<file path="src/rtl/sobel_sqrt_pkg.sv">
// rtl/sobel_sqrt_pkg.sv - shared widths, state encoding and operand prep for the Sobel magnitude-squared stage
package sobel_sqrt_pkg;

    localparam int GRAD_W     = 11;
    localparam int OPND_W     = 8;
    localparam int R_W        = 16;
    localparam int MUL_CYCLES = 8;
    localparam int PROD_W     = 2 * OPND_W;
    localparam int CNT_W      = $clog2(MUL_CYCLES + 1);

    typedef enum logic [1:0] {
        IDLE = 2'd0,
        MUL  = 2'd1,
        SUM  = 2'd2,
        DONE = 2'd3
    } state_t;

    // Floor-shift (arithmetic), magnitude, then clamp into the 8-bit multiplier range.
    function automatic logic [OPND_W-1:0] prep_operand(
        input logic signed [GRAD_W-1:0] g,
        input int                       shift
    );
        logic signed [GRAD_W-1:0] shifted;
        logic signed [GRAD_W:0]   widened;
        logic        [GRAD_W:0]   mag;
        shifted = g >>> shift;
        widened = {shifted[GRAD_W-1], shifted};
        mag     = (widened < 0) ? $unsigned(-widened) : $unsigned(widened);
        if (mag > (GRAD_W + 1)'(2**OPND_W - 1)) begin
            return {OPND_W{1'b1}};
        end
        return mag[OPND_W-1:0];
    endfunction

endpackage

</file>
<file path="src/rtl/mag_sq_serial_mult.sv">
// rtl/mag_sq_serial_mult.sv - 8x8 shift-add squarer, one multiplier bit per cycle
module mag_sq_serial_mult
    import sobel_sqrt_pkg::*;
(
    input  logic              clk,
    input  logic              rst,
    input  logic              start,
    input  logic [OPND_W-1:0] operand,
    output logic              done,
    output logic [PROD_W-1:0] product
);

    logic [PROD_W-1:0] mcand;
    logic [OPND_W-1:0] mplier;
    logic [PROD_W-1:0] acc;
    logic [CNT_W-1:0]  bit_cnt;
    logic              busy;

    always_ff @(posedge clk or posedge rst) begin
        if (rst) begin
            mcand   <= '0;
            mplier  <= '0;
            acc     <= '0;
            bit_cnt <= '0;
            busy    <= 1'b0;
        end else if (start) begin
            mcand   <= {{(PROD_W-OPND_W){1'b0}}, operand};
            mplier  <= operand;
            acc     <= '0;
            bit_cnt <= '0;
            busy    <= 1'b1;
        end else if (busy) begin
            if (mplier[0]) begin
                acc <= acc + mcand;
            end
            mcand   <= mcand << 1;
            mplier  <= mplier >> 1;
            bit_cnt <= bit_cnt + 1'b1;
            if (bit_cnt == CNT_W'(MUL_CYCLES - 1)) begin
                busy <= 1'b0;
            end
        end
    end

    // High during the final step so the controller can leave MUL on that same edge.
    assign done    = busy && (bit_cnt == CNT_W'(MUL_CYCLES - 1));
    assign product = acc;

endmodule

</file>
<file path="src/rtl/sobel_mag_sq_gen.sv">
// rtl/sobel_mag_sq_gen.sv - serial gx^2+gy^2 radicand generator; MAG_SQ_SAT_EN selects saturation over wrap
module sobel_mag_sq_gen
    import sobel_sqrt_pkg::*;
#(
    parameter int SHIFT = 3
) (
    input  logic              clk,
    input  logic              rst,
    input  logic              in_valid,
    output logic              in_ready,
    input  logic [GRAD_W-1:0] gx,
    input  logic [GRAD_W-1:0] gy,
    output logic              out_valid,
    input  logic              out_ready,
    output logic [R_W-1:0]    R
);

    state_t            state;
    state_t            state_next;
    logic              accept;
    logic              load_r;
    logic [OPND_W-1:0] opnd_a;
    logic [OPND_W-1:0] opnd_b;
    logic              done_a;
    logic              done_b;
    logic [PROD_W-1:0] prod_a;
    logic [PROD_W-1:0] prod_b;
    logic [R_W-1:0]    r_next;

    assign in_ready = (state == IDLE);
    assign accept   = in_valid && in_ready;
    assign opnd_a   = prep_operand(gx, SHIFT);
    assign opnd_b   = prep_operand(gy, SHIFT);

    mag_sq_serial_mult u_mult_a (
        .clk     (clk),
        .rst     (rst),
        .start   (accept),
        .operand (opnd_a),
        .done    (done_a),
        .product (prod_a)
    );

    mag_sq_serial_mult u_mult_b (
        .clk     (clk),
        .rst     (rst),
        .start   (accept),
        .operand (opnd_b),
        .done    (done_b),
        .product (prod_b)
    );

`ifdef MAG_SQ_SAT_EN
    logic [R_W:0] sum_full;
    assign sum_full = {1'b0, prod_a} + {1'b0, prod_b};
    assign r_next   = sum_full[R_W] ? {R_W{1'b1}} : sum_full[R_W-1:0];
`else
    assign r_next   = prod_a + prod_b;
`endif

    always_ff @(posedge clk or posedge rst) begin
        if (rst) begin
            state <= IDLE;
        end else begin
            state <= state_next;
        end
    end

    always_comb begin
        state_next = state;
        load_r     = 1'b0;
        case (state)
            IDLE: if (accept) state_next = MUL;
            MUL:  if (done_a && done_b) state_next = SUM;
            SUM: begin
                load_r     = 1'b1;
                state_next = DONE;
            end
            DONE: if (out_ready) state_next = IDLE;
            default: state_next = IDLE;
        endcase
    end

    // R is left untouched on transfer; out_valid alone qualifies it.
    always_ff @(posedge clk or posedge rst) begin
        if (rst) begin
            R         <= '0;
            out_valid <= 1'b0;
        end else if (load_r) begin
            R         <= r_next;
            out_valid <= 1'b1;
        end else if (state == DONE && out_ready) begin
            out_valid <= 1'b0;
        end
    end

endmodule

</file>
<file path="config.mk">
export PLATFORM = sky130hd
export DESIGN_NAME = sobel_mag_sq_gen
export DESIGN_NICKNAME = d
export VERILOG_FILES = /design/src/rtl/sobel_sqrt_pkg.sv /design/src/rtl/mag_sq_serial_mult.sv /design/src/rtl/sobel_mag_sq_gen.sv
export SDC_FILE = /design/constraint.sdc
export NUM_CORES = 1
export LEC_CHECK = 0
export BUFFER_PORTS_ARGS = -buffer_cell sky130_fd_sc_hd__buf_4
export CORE_UTILIZATION = 45
export CTS_BUF_LIST = sky130_fd_sc_hd__clkbuf_2
export DETAILED_ROUTE_END_ITERATION = 16
export PLACE_DENSITY_LB_ADDON = 0.05
export SYNTH_ARGS = -nofsm -noshare
export SYNTH_HDL_FRONTEND = slang
export SYNTH_SLANG_ARGS = --single-unit
</file>
<file path="constraint.sdc">
create_clock -name clk -period 4.2 [get_ports clk]
set_clock_uncertainty 0.15 [all_clocks]
set_input_delay 0.21 -clock clk [delete_from_list [all_inputs] [get_ports clk]]
set_output_delay 0.21 -clock clk [all_outputs]
set_load 0.05 [all_outputs]
</file>
## After elaboration in Yosys (flattened, before gate mapping)

Index checks and enable logic that the tools add are counted.

- Bits in registers: 109
- Input bits: 26
- Word-level logic and storage cells: 85
- Output and inout bits: 18

- Reductions and logical operators: 14
- Magnitude comparators: 4
- Muxes and demuxes: 39
- Add/subtract/negate cells: 7
- Eq/ne operators: 8

Operators by type and width:

| kind | number |
|---|---|
| two-way mux 16 bit | 10 |
| two-way mux 8 bit | 8 |
| adder 16 bit | 3 |
| > comparator 12 x 8 -> 1 bit, second input constant | 2 |
| two-way mux 12 bit | 2 |
| negator 8 -> 12 bit | 2 |
| < comparator 8 x 1 -> 1 bit, second input constant | 2 |
| two-way mux 4 bit | 4 |
| two-way mux 1 bit | 11 |
| nonzero test 2 bit | 5 |
| adder 4 x 1 -> 4 bit, second input constant | 2 |
| == test 4 x 3 -> 1 bit, second input constant | 2 |
| one-hot mux 2 bit (4 select lines) | 1 |
| two-way mux 2 bit | 3 |
| logical AND 1 bit | 5 |
| == test 2 bit, second input constant | 2 |
| != test 2 bit, second input constant | 2 |
| AND reduction 2 bit | 2 |
| AND reduction 3 bit | 1 |
| == test 2 x 1 -> 1 bit, second input constant | 1 |
| logical NOT 2 bit | 1 |
| != test 2 x 1 -> 1 bit, second input constant | 1 |

## Depth between registers and ports, before layout

- Depth in word-level cells: 6
- Depth in mapped cells: 11
- Gate-level depth less buffers: 11

## Modules after synthesis

A second synthesis with hierarchy kept.

- Cells, all modules: 768
- Area, all modules: 7206.9 µm²

Modules (own cells, without submodules):

| module | area each (µm²) | cells an instance | sequential area each (µm²) | times used |
|---|---|---|---|---|
| mag_sq_serial_mult (u_mult_a) | 2720.1 | 288 | 1126.1 | 1 |
| mag_sq_serial_mult (u_mult_b) | 2622.5 | 269 | 1126.1 | 1 |
| sobel_mag_sq_gen | 1864.3 | 211 | 475.5 | 1 |

## Least setup slack after synthesis

No wires, ideal clock.

- Kind: register -> register
- Start point: register u_mult_a.acc[0] (netlist: u_mult_a.product[0])
- End point: register R[10]
- Buffers on the path: 0
- Library setup time: 0.125 ns
- Required time: 3.925 ns
- Cell stages (with the launch flop): 12
- Path slack: 1.711 ns
- Data arrival time: 2.215 ns
- Clock period less this slack: 2.489 ns
- Cells stage by stage: dfrtp_1 > ha_1 > inv_1 > fa_1 > nor2b_1 > o21ai_0 > a21boi_1 > o21ai_1 > a21oi_1 > a311oi_1 > xnor2_1 > mux2_2

- Longest elaborated chain between the ends: 1

Ends and longest elaborated chain:

| what | line | source |
|---|---|---|
| from (decl) | mag_sq_serial_mult.sv:15 | `logic [PROD_W-1:0] acc;` |
| from (signal assigned) | mag_sq_serial_mult.sv:34 | `acc <= acc + mcand;` |
| adder 16 bit | sobel_mag_sq_gen.sv:58 | `assign r_next = prod_a + prod_b;` |
| to (signal assigned) | sobel_mag_sq_gen.sv:90 | `R <= r_next;` |
| to (decl) | sobel_mag_sq_gen.sv:15 | `output logic [R_W-1:0] R` |

No other way between the ends.
A chain may end at the register's enable or synchronous reset.

## Worst setup path in the final report

- Start point: register u_mult_a.acc[0] (netlist: u_mult_a.product[0])
- End point: register u_mult_a.acc[14] (netlist: u_mult_a.product[14])

- Longest elaborated chain between the ends: 4

Ends and longest elaborated chain:

| what | line | source |
|---|---|---|
| adder 16 bit | mag_sq_serial_mult.sv:34 |  |
| two-way mux 16 bit | mag_sq_serial_mult.sv:33 | `if (mplier[0]) begin` |
| two-way mux 16 bit | mag_sq_serial_mult.sv:32 | `end else if (busy) begin` |
| two-way mux 16 bit | mag_sq_serial_mult.sv:26 | `end else if (start) begin` |

No other way between the ends. The select of a mux whose other input is x is not followed.

==> key figures <==
Critical path
  • Crit. path cell count: 11
  • Internal reg-to-reg setup slack: between 1 and 1.5 ns
  • Crit path largest cell delay: approximately 0.48 ns
  • Most common cell on crit path: nor3b_1
  • Worst EP required: approximately 4.6 ns
  • Crit Path Class: reg2reg
  • Worst Path Arrival: between 3 and 4 ns
  • CP max stage cell: dfrtp_1
  • Reg2Reg Depth: 11
  • Crit path to: u_mult_a.product[14]
  • CP Cell Sequence: ha_1 -> inv_1 -> fa_1 -> nor2b_4 -> o31a_1 -> o31ai_4 -> nand4_1 -> a311oi_2 -> nor3b_1 -> nor4_1 -> nor3b_1
  • CP endpoint kind: flop
  • Worst r2r src: u_mult_a.product[0]
  • CP startpoint kind: flop
  • Critical path fanouts, max: 4
  • CP startpoint: u_mult_a.product[0]
  • WP buf/inv: 1
  • Worst path top cell family by delay: compound AO/OA/AOI/OAI gates
  • Reg-to-reg endpoint: u_mult_a.product[14]

Floorplanning
  • Placeable Area: between 0.01 and 0.015 mm2
  • Io pins: 44
  • Initial core utilization: 0.4656
  • Die Wd: between 100 and 150 um
  • Die Area: 0.01565 mm2
  • Number of cell rows: 44
  • Die height: 125.1 um

Drt
  • DRT Pass-1 Iters: 10
  • DRC violations left: 0
  • DRT antenna net count: 0
  • Total wire length: 15090 um
  • DRT iter0 DRCs: 176
  • WL per Instance: roughly 16 um
  • DR vias/cell: 5.468
  • Routed vias: 5288

Synthesis
  • Mapped Area: roughly 0.007 mm2
  • Synth area leaders: dfrtp_1 (40%), ha_1 (10%), mux2i_1 (6.6%), a21oi_1 (5.9%), xnor2_1 (4.4%)
  • Seq/Total Area, Yosys: 0.4001
  • Top cell type's share of synthesized area: 0.4001
  • Cells after synthesis: about 730
  • Async SR Flop Fraction: 1.000
  • #FFs+latches synth: approximately 110
  • Synth warn: 0
  • Post-synth net total: roughly 810
  • Synth cell types: 54
  • Syn avg cell area: 9.404 um2
  • Post-synth EDFFs: 0
  • Yosys top cell by area: dfrtp_1
  • Top_reg_cell synth: dfrtp_1

STA
  • RSZ-0062 raised after global routing: no
  • Period utilization: 0.6933
  • TNS Setup: 0 ns
  • Final setup margin: between 1 and 1.5 ns
  • Endpoints failing hold: 0
  • Slew Limit Headroom: 0.3388
  • Fin crit period: 2.912 ns
  • Fmax: between 0.3 and 0.4 GHz
  • Final Slew Violations: 0
  • Endpoints failing setup: 0
  • Worst Tran Pin Value: 0.9918 ns

GRT
  • Total global routing overflow: 0
  • Overall Global Routing Usage: 0.2075
  • Initial antenna violation count: 0
  • Vias in the first global route: roughly 5300
  • First-pass GRT wire length: around 26000 um
  • Largest net degree at the start of global routing: 50

Power
  • Power density cells: 820.6 mW/mm2
  • Lkg Pwr: approximately 3.8 nW
  • Peak VDD IR: between 0.3 and 0.4 mV

Placement
  • Post-DP HPWL: around 11000 um
  • GP Congestion: roughly 0.8
  • Place WS: 1.406 ns
  • Number of I/O port buffers: 37

Clock network
  • CTS Root Cell: clkbuf_2
  • TritonCTS clock tree: yes
  • Skew-Pair Late Insertion Delay: around 0.62 ns
  • Worst-path clk slew: roughly 0.30 ns
  • Setup Fix Bufs, Post-CTS: 0
  • Num Clock Sinks: 109
  • Clock tree buffer depth: 2
  • TritonCTS Buffers: 9
  • H-tree depth: 3

Cells and area
  • Syn-to-layout area delta: 12.20%
  • Share of cells above drive strength 1: 0.1022
  • Nets: around 860
  • # diodes: 0

Run status
  • Status: complete, no violations

Hold path
  • Worst min-delay path class: in2reg

Job
  • Max cap viols: 0
-- cell usage after synthesis, drive strengths merged, types with 5 or more instances --
cell,count
xnor2,34
nor2b,8
clkbuf,22
ha,55
xor2,13
nand4,10
mux2,11
o211ai,5
nand3,13
o21ai,29
a211oi,7
nor2,76
a21oi,82
mux2i,45
o31ai,9
nand2b,8
nor3,9
and2,5
a31oi,5
o21a,7
dfrtp,109
nand2,66
inv,30
buf,5
or3,6
a21o,17
-- timing repair --
item / in CTS / in global routing
endpoints found under the hold margin: 102 / 0
resized for setup: 0 / 0
hold buffers: 27 / 0
-- placed cells by master, fill, tap and decap left out, drive strengths merged, types with 4 or more instances in the layout --
master,instances
o21ai,29
and3,4
o21a,7
nor2b,8
mux2i,45
ha,55
nand2,66
mux2,11
nand4,10
xor2,13
nand2b,8
inv,30
a211oi,7
a21oi,82
a21o,17
o211ai,5
buf,44
o31ai,9
nor3,9
or3,6
nor2,76
and2,5
nand3,13
dfrtp,109
a31oi,5
clkbuf,9
xnor2,34
a31o,4
dlygate4sd3,27
-- flip-flops by register name (all words and copies together), names as in the netlist, 4 cells and up --
name              count
u_mult_b.product     16
u_mult_a.mcand       16
u_mult_b.mplier       8
u_mult_a.bit_cnt      4
u_mult_b.bit_cnt      4
u_mult_a.product     16
R                    16
u_mult_a.mplier       8
u_mult_b.mcand       16
-- cells by family after synthesis --
group	synth area share
adders and majority gates	0.1097
buffers and inverters	0.03138
DFF	0.4001
xor gates and xnor gates	0.06038
muxes	0.08424
and+or+nand+nor	0.1431
AOI/OAI and AO/OA	0.1710
-- worst min-delay path, delay by kind of cell --
| kind | cells | cell delay (ns) |
|---|---|---|
| AND/OR/NAND/NOR | 2 | 0.11 |
| buffers and inverters | 2 | 0.65 |
-- worst min-delay path by stage --
| stage | startpoint | endpoint | slack (ns) | cells past startpoint |
|---|---|---|---|---|
| 2_1_floorplan | gx[3] | u_mult_a.mcand[0] | 0.18 | 2 |
| 3_3_place_gp | rst | u_mult_a.mplier[3] | 0.14 | 2 |
| 3_5_place_dp | rst | u_mult_a.mplier[3] | 0.15 | 2 |
| 4_1_cts | gy[3] | u_mult_b.mcand[0] | 0.15 | 4 |
| 5_1_grt | gy[3] | u_mult_b.mcand[0] | 0.16 | 4 |
| 6_report | gy[3] | u_mult_b.mcand[0] | 0.25 | 4 |
-- final cells by class --
class	instances	area, um2
Multi-Input combinational cell	559	3877
Fill cell	1382	6994
Tap cell	184	230.2
Inverter	30	115.1
Sequential cell	109	2728
Clock buffer	9	45.04
Clock inverter	5	53.80
Timing Repair Buffer	71	600.6
-- metrics by stage --
stage	util	power (mW)	area [um2]	instances	hold WS, ns
finish	0.5224	6.277	7650	967	0.2490
global route	0.5224	6.882	7650	967	0.1584
CTS	0.5224	6.331	7650	967	0.1505
detailed placement	0.4972	5.824	7281	926	0.1504
global placement	0.4972	5.714	7281	926	0.1445
floorplan	-	4.946	6818	725	0.1786
-- layer usage --
layer / track usage / wire (um) / up-vias
met2: 0.3605 / 7261 / 61
met1: 0.2640 / 7258 / 2523
met5: 0 / 0 / -
met4: 0.05022 / 210 / 0
met3: 0.04322 / 362 / 12
li1: - / - / 2692
-- power by group --
group	switching [mW]	internal (mW)	total, mW
Combinational	2.19	1.66	3.85
Sequential	0.433	1.52	1.96
Clock	0.341	0.127	0.468
No activity file was read; power rests on OpenSTA's default activity.
